[config.mk]
export PLATFORM = sky130hd
export DESIGN_NAME = transpose_seq_ctrl_8x8
export DESIGN_NICKNAME = d
export VERILOG_FILES = /design/src/rtl/transpose_seq_ctrl_8x8.sv
export SDC_FILE = /design/constraint.sdc
export NUM_CORES = 1
export LEC_CHECK = 0
export ABC_AREA = 1
export BUFFER_PORTS_ARGS = -buffer_cell sky130_fd_sc_hd__buf_2
export CORE_AREA = 2 2 118 120
export DETAILED_ROUTE_END_ITERATION = 8
export DIE_AREA = 0 0 120 122
export HOLD_SLACK_MARGIN = 0.1
export PLACE_DENSITY = 0.86
export SLEW_MARGIN = 30
export SYNTH_ARGS = -nofsm -noshare
export SYNTH_HDL_FRONTEND = slang
export SYNTH_SLANG_ARGS = --single-unit
[constraint.sdc]
create_clock -name clock -period 8 [get_ports clock]
set_input_delay 0.8 -clock clock [delete_from_list [all_inputs] [get_ports clock]]
set_output_delay 0.8 -clock clock [all_outputs]
set_load 0.05 [all_outputs]
[src/rtl/transpose_seq_ctrl_8x8.sv]
// Sequencer for the 8x8 transpose buffer between the row and column DCT passes.
// Fills the buffer with 8 rows, then drains 8 columns into a registered valid/ready stage.
module transpose_seq_ctrl_8x8 #(
    parameter int DATA_WIDTH = 18
) (
    input  logic                         clock,
    input  logic                         reset,
    input  logic                         in_valid,
    input  logic                         in_last,
    output logic                         in_ready,
    output logic                         enable_write,
    output logic                         enable_read,
    output logic                         direction,
    input  logic signed [DATA_WIDTH-1:0] buf_out_0,
    input  logic signed [DATA_WIDTH-1:0] buf_out_1,
    input  logic signed [DATA_WIDTH-1:0] buf_out_2,
    input  logic signed [DATA_WIDTH-1:0] buf_out_3,
    input  logic signed [DATA_WIDTH-1:0] buf_out_4,
    input  logic signed [DATA_WIDTH-1:0] buf_out_5,
    input  logic signed [DATA_WIDTH-1:0] buf_out_6,
    input  logic signed [DATA_WIDTH-1:0] buf_out_7,
    output logic signed [DATA_WIDTH-1:0] out_0,
    output logic signed [DATA_WIDTH-1:0] out_1,
    output logic signed [DATA_WIDTH-1:0] out_2,
    output logic signed [DATA_WIDTH-1:0] out_3,
    output logic signed [DATA_WIDTH-1:0] out_4,
    output logic signed [DATA_WIDTH-1:0] out_5,
    output logic signed [DATA_WIDTH-1:0] out_6,
    output logic signed [DATA_WIDTH-1:0] out_7,
    output logic                         out_valid,
    output logic                         out_last,
    input  logic                         out_ready,
    output logic                         err_frame
);

    localparam logic [0:0] ST_WRITE = 1'b0;
    localparam logic [0:0] ST_READ  = 1'b1;

    logic [0:0] state_q, state_d;
    logic [2:0] row_cnt_q, row_cnt_d;
    logic [2:0] col_cnt_q, col_cnt_d;
    logic       direction_q, direction_d;
    logic       out_valid_q, out_valid_d;
    logic       out_last_q, out_last_d;
    logic       err_frame_q, err_frame_d;

    logic       slot_free;
    logic       load;

    logic signed [DATA_WIDTH-1:0] buf_col [8];
    logic signed [DATA_WIDTH-1:0] out_q   [8];

    assign buf_col[0] = buf_out_0;
    assign buf_col[1] = buf_out_1;
    assign buf_col[2] = buf_out_2;
    assign buf_col[3] = buf_out_3;
    assign buf_col[4] = buf_out_4;
    assign buf_col[5] = buf_out_5;
    assign buf_col[6] = buf_out_6;
    assign buf_col[7] = buf_out_7;

    assign out_0 = out_q[0];
    assign out_1 = out_q[1];
    assign out_2 = out_q[2];
    assign out_3 = out_q[3];
    assign out_4 = out_q[4];
    assign out_5 = out_q[5];
    assign out_6 = out_q[6];
    assign out_7 = out_q[7];

    assign direction = direction_q;
    assign out_valid = out_valid_q;
    assign out_last  = out_last_q;
    assign err_frame = err_frame_q;

    // The output slot can take a new column when empty or being drained this cycle.
    assign slot_free = ~out_valid_q | out_ready;

    always_comb begin
        state_d      = state_q;
        row_cnt_d    = row_cnt_q;
        col_cnt_d    = col_cnt_q;
        direction_d  = direction_q;
        out_valid_d  = out_valid_q;
        out_last_d   = out_last_q;
        err_frame_d  = err_frame_q;
        in_ready     = 1'b0;
        enable_write = 1'b0;
        enable_read  = 1'b0;
        load         = 1'b0;

        if (state_q == ST_WRITE) begin
            in_ready     = 1'b1;
            enable_write = in_valid;
            if (in_valid) begin
                // Framing is only flagged; the block length is fixed at 8 rows regardless.
                if (in_last != (row_cnt_q == 3'd7)) begin
                    err_frame_d = 1'b1;
                end
                if (row_cnt_q == 3'd7) begin
                    row_cnt_d = 3'd0;
                    state_d   = ST_READ;
                end else begin
                    row_cnt_d = row_cnt_q + 3'd1;
                end
            end
        end else begin
            if (slot_free) begin
                load        = 1'b1;
                enable_read = 1'b1;
                if (col_cnt_q == 3'd7) begin
                    col_cnt_d   = 3'd0;
                    direction_d = ~direction_q;
                    state_d     = ST_WRITE;
                end else begin
                    col_cnt_d = col_cnt_q + 3'd1;
                end
            end
        end

        if (load) begin
            out_valid_d = 1'b1;
            out_last_d  = (col_cnt_q == 3'd7);
        end else if (out_valid_q && out_ready) begin
            out_valid_d = 1'b0;
            out_last_d  = 1'b0;
        end
    end

    always_ff @(posedge clock or posedge reset) begin
        if (reset) begin
            state_q     <= ST_WRITE;
            row_cnt_q   <= 3'd0;
            col_cnt_q   <= 3'd0;
            direction_q <= 1'b0;
            out_valid_q <= 1'b0;
            out_last_q  <= 1'b0;
            err_frame_q <= 1'b0;
        end else begin
            state_q     <= state_d;
            row_cnt_q   <= row_cnt_d;
            col_cnt_q   <= col_cnt_d;
            direction_q <= direction_d;
            out_valid_q <= out_valid_d;
            out_last_q  <= out_last_d;
            err_frame_q <= err_frame_d;
        end
    end

    for (genvar gi = 0; gi < 8; gi++) begin : g_out
        always_ff @(posedge clock or posedge reset) begin
            if (reset) begin
                out_q[gi] <= '0;
            end else if (load) begin
                out_q[gi] <= buf_col[gi];
            end
        end
    end

endmodule

==> flow_summary.ini, run 1 <==
[final_layout]
drive_gt1_frac = 0.348
insertedDiodeCount = 0
layout.nets = 1110
final_util = 0.604
area_growth_pct = 35.6
instances_no_fill = 1150

[cts]
root_buffer = clkbuf_16
clk_pin_slew_worst_paths_ns = 0.06
cts.sinks = 155
clock_path_buffers = 2
tritoncts = built
cts_buffers = 17
post_cts_resized = 0
htreeDepth = 4
clk_latency_ns = 0.41
ctsHoldBuffers = 0
postCtsSetupRepairBufs = 0

[placed_design]
place_ws_ns = 4.60
port_buffers = 299
post-place-cells = 1118
dp_hpwl_mm = 10.1
place_congestion = 0.748

[yosys]
yosysUniqueCellTypes = 17
yosysSeqAreaShare = 0.645
ys_ff_latch = 155
syn_inst = 669
yosys_warnings = 0
synth_xor_xnor_area_share = 0
netlist_area_um2 = 6010
synth_area_per_cell_um2 = 8.98
synthAdderAreaFrac = 0.00833
yosys.area_share.simple = 0.290
synth_compound_area_frac = 0.00541
synth_top_family_by_area = simple AND/OR/NAND/NOR gates
synth.area.mux_share = 0
syn_nets = 822

[drt]
vias = 5220
drt-initial-drc-count = 289
drt-pass1-iter-count = 4
wl_per_cell_um = 12.8
wirelength_mm = 14.8
viasPerCell = 4.54
postRouteAntennaNets = 0
drc_errors = 0

[job]
drv_cap = 0

[sta]
rsz0062_at_grt = false
fin_ws_ns = 4.94
fmax_ghz = 0.327
slew_headroom = 0.493
setup_viol = 0
finalSetupTns_ns = 0
finalCriticalPeriod_ns = 3.06
clock_skew_ns = 0.00985
finalMaxSlewViolations = 0
tightestPinTransition_ns = 0.761
hold_viol = 0
finalCritPeriodShare = 0.382

[setup_path]
criticalPathCategory = in -> out
slowest_stage = inv_4
cp.arrival_ns = 2.26
cp-start-kind = primary input
end_kind = output pin
reg2reg_from = state_q
cp_cell_sequence = buf_2 -> inv_1 -> nand2_2 -> nand2_8 -> inv_4 -> buf_2
required_ns = 7.20
path_common_cell = buf_2
crit_fanout = 95
startpoint = out_ready
slowest_delay_ns = 0.48

[floorplan]
start_util = 0.445
rows = 43
core_um2 = 13500
io_pins = 300
dieArea_um2 = 14600
die_w_um = 120
die_h_um = 122

[hold_path]
min_from = out_2[10]
hp-class = reg -> reg

[global_routing]
gr-total-overflow = 0
antenna_found_initial = 0
grt_pass1_vias = 4907
track_usage = 0.204
grt_pass1_wl_mm = 23.4
grt_max_degree = 106

[run_status]
outcome = completed
## metal layers
layer	vias to the layer above	wire length (µm)	GRT usage
met1	2386	6260	0.266
met2	224	7130	0.321
met5	-	0	0
met3	20	1120	0.0627
li1	2590	-	-
met4	0	240	0.0787
## Yosys cell counts, drive strengths merged
cell    number  share of area
nand4        1         0.0010
inv         10         0.0062
dfrtp      155           0.65
buf         32          0.044
nor2         3         0.0019
or2          1         0.0010
nand3        4         0.0033
a21oi        1        0.00083
o21bai       1         0.0012
clkbuf       1        0.00062
ha           4         0.0083
nand2      452           0.28
o21ai        4         0.0033
## state kept, by name, indices dropped and copies added, names as in the netlist, 3 cells and up
signal and count:
out_7 18, row_cnt_q 3, out_4 18, out_5 18
out_0 18, col_cnt_q 3, out_3 18, out_6 18
out_2 18, out_1 18
## path summary, 6_finish.rpt
kind | to | slack (ns) | cells past startpoint
max | enable_read | 4.94 | 6
min reg2reg | out_2[10] | 0.47 | 2
min | out_2[10] | 0.47 | 2
max in group asynchronous | state_q | 6.37 | 3
min in group asynchronous | out_0[6] | 0.50 | 2
max reg2reg | out_0[6] | 5.50 | 5
## cell type report
type                    instances  area (µm²)
clock buffers                  19         443
clock inverters                13         190
fillers                      1141        5350
inverters                      10        45.0
multi-input cells             471        1840
flip-flops and latches        155        3880
well taps                     180         225
repair buffers                302        1530
## cell families after synthesis
| family | after synthesis |
|---|---|
| AND/OR/NAND/NOR | 461 |
| flip-flops | 155 |
| buffers and inverters | 43 |
| AO/OA/AOI/OAI | 6 |
| adder cells (fa/ha/maj) | 4 |
## metrics by stage
step	hold WS [ns]	instance area, µm²
floorplan	0.453	6010
global placement	0.457	7500
detailed placement	0.459	7500
CTS	0.475	8130
global route	0.495	8150
finish	0.470	8150
## placed cells by master, fill, tap and decap left out, types with 2 or more instances in the layout
cell type | netlist | final
o21ai_0 | 4 | 4
buf_2 | 12 | 299
nand2_1 | 450 | 450
nand3_1 | 4 | 4
inv_1 | 9 | 8
ha_1 | 4 | 4
inv_6 | 0 | 4
clkbuf_16 | 0 | 17
clkinvlp_4 | 0 | 4
dfrtp_1 | 155 | 155
buf_6 | 14 | 2
bufinv_16 | 0 | 4
nor2_1 | 3 | 3
## worst max-delay path: cells and delay by family
kind | cells | cell delay, ns
buffers and inverters | 4 | 0.95
and+or+nand+nor | 2 | 0.46
Power of run 1 is left out: the tool's default activity adds up to more than one toggle a clock period on the data nets, which glitch-free logic cannot reach.
==> run 2: changes to the inputs <==
--- a/config.mk
+++ b/config.mk
@@ -5,13 +5,14 @@
 export SDC_FILE = /design/constraint.sdc
 export NUM_CORES = 1
 export LEC_CHECK = 0
-export ABC_AREA = 1
+export ABC_AREA = 0
 export BUFFER_PORTS_ARGS = -buffer_cell sky130_fd_sc_hd__buf_2
-export CORE_AREA = 2 2 118 120
+export CORE_ASPECT_RATIO = 1.1
+export CORE_MARGIN = 2
+export CORE_UTILIZATION = 42
 export DETAILED_ROUTE_END_ITERATION = 8
-export DIE_AREA = 0 0 120 122
 export HOLD_SLACK_MARGIN = 0.1
-export PLACE_DENSITY = 0.86
+export PLACE_DENSITY = 0.84
 export SLEW_MARGIN = 30
 export SYNTH_ARGS = -nofsm -noshare
 export SYNTH_HDL_FRONTEND = slang
==> constraint.sdc (replaced) <==
create_clock -name clock -period 2.8 [get_ports clock]
set_input_delay 0.28 -clock clock [delete_from_list [all_inputs] [get_ports clock]]
set_output_delay 0.28 -clock clock [all_outputs]
set_load 0.05 [all_outputs]
==> flow_summary.ini, run 2 <==
[global_routing]
gr-total-overflow = 0
track_usage = 0.228
grt_max_degree = 90
grt_pass1_wl_mm = 28.4
antenna_found_initial = 1
grt_pass1_vias = 5337

[sta]
tightestPinTransition_ns = 0.472
setup_viol = 0
fmax_ghz = 0.499
slew_headroom = 0.685
finalCriticalPeriod_ns = 2.00
finalCritPeriodShare = 0.716
finalMaxSlewViolations = 0
hold_viol = 0
clock_skew_ns = 0.0129
rsz0062_at_grt = false
finalSetupTns_ns = 0
worst_hold_slack_ns = 0.119

[yosys]
synth_edf_count = 0
synth_ff_type = dfrtp_1
yosysSeqAreaShare = 0.620
async_flop_share = 1.00
syn_nets = 498
yosys.area_share.simple = 0.00799
syn_inst = 345
synth_common_cells = 155 x dfrtp_1, 100 x mux2_4, 49 x mux2_2
synth_xor_xnor_area_share = 0.00280
yosys_warnings = 0
synth_area_leader_cell = dfrtp_1
netlist_area_um2 = 6260
synth_top_area_frac = 0.620
synthTopCellsByArea = dfrtp_1 62%, mux2_4 24%, mux2_2 8.8%
synth_compound_area_frac = 0.00580
synth.area.mux_share = 0.328
yosysUniqueCellTypes = 21
synth_area_per_cell_um2 = 18.1
synth.most_common_cell = dfrtp_1
synthAdderAreaFrac = 0.00799
synth_top_family_by_area = multiplexers
ys_ff_latch = 155

[final_layout]
layout.nets = 933
drive_gt1_frac = 0.615
final-seq-area_um2 = 3880
area_growth_pct = 57.4
final_common_cell = buf_2
final_cell_mix = 299 x buf_2, 155 x dfrtp_1, 129 x dlygate4sd3_1
fillers = 955
multi_input_area_um2 = 2210
final_area_um2 = 9850

[cts]
clock_path_buffers = 2
root_buffer = clkbuf_16
postCtsSetupRepairBufs = 0
cts.sinks = 155
clk_latency_ns = 0.41
tritoncts = built
cts_buffers = 17
htreeDepth = 4
clk_pin_slew_worst_paths_ns = 0.06
post_cts_resized = 0

[drt]
drc_errors = 0
drt-pass1-iter-count = 4
wirelength_mm = 17.7
wl_per_cell_um = 18.0
postRouteAntennaNets = 0
viasPerCell = 4.71
drt-initial-drc-count = 158
vias = 4632

[floorplan]
die_h_um = 132
rows = 46
core_um2 = 14500
die_w_um = 120
dieArea_um2 = 15900
start_util = 0.432
io_pins = 300

[setup_path]
slowest_delay_ns = 0.44
cp_cell_sequence = nand2b_4 -> and2_4 -> buf_2
required_ns = 2.52
cp.arrival_ns = 1.72
end_kind = output pin
slowest_stage = and2_4
criticalPathCategory = reg -> out
cp-start-kind = register
startpoint = out_valid
reg2reg_from = out_valid
crit_fanout = 28
rrSetupSlack_ns = 0.92

[run_status]
outcome = completed

[hold_path]
hp-class = in -> reg
min_from = buf_out_7[2]

[placed_design]
place_congestion = 0.754
place_area_um2 = 7940
port_buffers = 299
dp_hpwl_mm = 11.1

[job]
drv_cap = 0
-- run 2: per-stage QoR --
stage                     setup WS [ns]   util  std cells
after detailed placement          0.938  0.547        824
final                             0.796  0.679        983
after CTS                         0.762  0.679        982
after global placement            0.987  0.547        824
after global routing              0.682  0.679        983
after floorplan                   0.561      -        345
-- run 2: cell families after synthesis --
kind of cell,count (synthesis)
flip-flops,155
multiplexers,149
buffers and inverters,21
AND/OR/NAND/NOR,8
AO/OA/AOI/OAI,6
adder cells (fa/ha/maj),4
XOR/XNOR,2
-- run 2: timing repair --
item                                    in CTS  in global routing
endpoints found under the setup margin       0                  0
hold endpoints to repair                   283                  0
hold buffers                               129                  0
-- run 2: layout make-up --
class	count	area share
Multi-Input combinational cell	169	0.224
Sequential cell	155	0.394
Antenna cell	1	0.000254
Clock inverter	12	0.0203
Clock buffer	17	0.0432
Inverter	3	0.00152
Timing Repair Buffer	434	0.293
Tap cell	192	0.0244
-- run 2: path summary, 6_finish.rpt --
path                               end  depth (start not counted)
setup / recovery           enable_read                          3
max in group asynchronous    out_1[15]                          4
min in group asynchronous     out_4[7]                          4
setup reg to reg              out_2[4]                          4
hold / removal                out_7[2]                          2
hold reg to reg              direction                          1
-- run 2: routing by layer --
metal	global-route usage	vias up	part of all wire	wire (µm)
met4	0.0717	0	0.022	387
met2	0.411	223	0.53	9370
met5	0	-	0	0
li1	-	2068	-	-
met3	0.0696	31	0.068	1210
met1	0.256	2310	0.38	6760
-- run 2: critical path, delay by kind of cell (launching register included) --
kind,cells,cell delay [ns]
buffers and inverters,1,0.35
DFF,1,0.42
and+or+nand+nor,2,0.54
Power of run 2 is left out for the same reason.
==> run 3: changes to the inputs <==
--- a/config.mk
+++ b/config.mk
@@ -5,14 +5,14 @@
 export SDC_FILE = /design/constraint.sdc
 export NUM_CORES = 1
 export LEC_CHECK = 0
-export ABC_AREA = 0
+export ABC_AREA = 1
 export BUFFER_PORTS_ARGS = -buffer_cell sky130_fd_sc_hd__buf_2
 export CORE_ASPECT_RATIO = 1.1
 export CORE_MARGIN = 2
-export CORE_UTILIZATION = 42
+export CORE_UTILIZATION = 46
 export DETAILED_ROUTE_END_ITERATION = 8
 export HOLD_SLACK_MARGIN = 0.1
-export PLACE_DENSITY = 0.84
+export PLACE_DENSITY = 0.87
 export SLEW_MARGIN = 30
 export SYNTH_ARGS = -nofsm -noshare
 export SYNTH_HDL_FRONTEND = slang
==> constraint.sdc (replaced) <==
create_clock -name clock -period 2 [get_ports clock]
set_input_delay 0.2 -clock clock [delete_from_list [all_inputs] [get_ports clock]]
set_output_delay 0.2 -clock clock [all_outputs]
set_load 0.05 [all_outputs]
==> flow_summary.ini, run 3 (synthesis results as in run 1) <==
[setup_path]
end_kind = output pin
path_common_cell = buf_2
slowest_stage = dlygate4sd3_1
criticalPathCategory = in -> out
cp.arrival_ns = 1.71
crit_fanout = 26
critical-path-top-delay-family = buffers and inverters
crit_buf_inv = 5
rrSetupSlack_ns = 0.46
slowest_delay_ns = 0.53
required_ns = 1.80
cp-start-kind = primary input
cp_cell_sequence = dlygate4sd3_1 -> buf_2 -> inv_1 -> nand2_2 -> nand2_4 -> inv_4 -> buf_2

[cts]
postCtsSetupRepairBufs = 0
tritoncts = built
root_buffer = clkbuf_16
cts.sinks = 155
clock_path_buffers = 2
clk_latency_ns = 0.42
clk_pin_slew_worst_paths_ns = 0.06
htreeDepth = 4
cts_buffers = 17

[job]
drv_cap = 0

[final_layout]
fillers = 707
instances_no_fill = 1279
final_util = 0.761
layout.nets = 1262
area_growth_pct = 60.8
final-seq-area_um2 = 3880
multi_input_area_um2 = 1830
final_cell_mix = 450 x nand2_1, 299 x buf_2, 155 x dfrtp_1
drive_gt1_frac = 0.303
final_common_cell = nand2_1

[drt]
wl_per_cell_um = 16.3
wirelength_mm = 20.8
vias = 6344
drc_errors = 20
viasPerCell = 4.96
drt-pass1-iter-count = 8
drt-initial-drc-count = 634
postRouteAntennaNets = 0

[floorplan]
io_pins = 300
die_h_um = 124
die_w_um = 113
rows = 43
dieArea_um2 = 14000
start_util = 0.473
core_um2 = 12700

[sta]
finalCritPeriodShare = 0.955
hold_viol = 0
setup_viol = 0
tightestPinTransition_ns = 0.669
finalCriticalPeriod_ns = 1.91
fmax_ghz = 0.524
rsz0062_at_grt = false
slew_headroom = 0.554
finalMaxSlewViolations = 0
clock_skew_ns = 0.00820

[global_routing]
track_usage = 0.296
gr-total-overflow = 0
antenna_found_initial = 1
grt_pass1_wl_mm = 32.2
grt_pass1_vias = 6553
grt_max_degree = 149

[run_status]
outcome = finished, violations left
violations = design-rule violations

[hold_path]
hp-class = reg -> reg

[power_and_ir_drop]
power.density_nw_per_um2 = 2020
leakagePower_nw = 5.52
total_power_mw = 19.5
irDropWorstVdd_uv = 1330

[placed_design]
port_buffers = 299
post-place-cells = 1099
dp_hpwl_mm = 10.5
place_congestion = 0.802
## run 3: path summary, 6_finish.rpt
kind / depth (start not counted) / start / end
setup / recovery: 7 / out_ready / enable_read
hold / removal: 2 / out_6[4] / out_6[4]
setup reg to reg: 4 / state_q / out_1[15]
hold reg to reg: 2 / out_6[4] / out_6[4]
max in group asynchronous: 4 / reset / out_5[0]
min in group asynchronous: 4 / reset / row_cnt_q[0]
## run 3: what timing repair did
| item | CTS | global route |
|---|---|---|
| hold buffers | 148 | 0 |
| resized for setup | 0 | 0 |
| endpoints found under the hold margin | 303 | 0 |
## run 3: tightest hold or removal path: stages, from the launching register on
cell and delay (ns):
dfrtp_1 0.34, nand2_1 0.05, nand2_1 0.05
## run 3: stage by stage
| stage | TNS, ns | hold slack [ns] | instance area (µm²) | worst slack (ns) |
|---|---|---|---|---|
| floorplan | -24.63 | 0.310 | 6010 | -0.159 |
| global placement | 0 | 0.393 | 7560 | 0.609 |
| detailed placement | 0 | 0.398 | 7560 | 0.579 |
| CTS | 0 | 0.475 | 9660 | 0.114 |
| global route | 0 | 0.491 | 9660 | 0.0402 |
| finish | 0 | 0.472 | 9660 | 0.0898 |
## run 3: power breakdown
part           total, mW  internal [mW]  switching, mW
logic               10.6           2.31           8.25
clock network       3.38           2.12           1.26
registers           5.55           4.65          0.898
## run 3: routing by layer
| layer | GRT usage | routed length [µm] | vias to the layer above |
|---|---|---|---|
| met5 | 0 | 0 | - |
| met4 | 0.164 | 998 | 0 |
| met3 | 0.0745 | 1700 | 90 |
| met2 | 0.523 | 10700 | 409 |
| met1 | 0.330 | 7410 | 2955 |
| li1 | - | - | 2890 |
## run 3: layout make-up
class                      count  area share
clock inverter                11      0.0175
timing repair buffer         454       0.320
inverter                      10     0.00453
sequential                   155       0.401
antenna                        1    0.000259
tap                          157      0.0203
clock buffer                  20      0.0462
multi-input combinational    471       0.190
No activity file was read; power rests on OpenSTA's default activity.
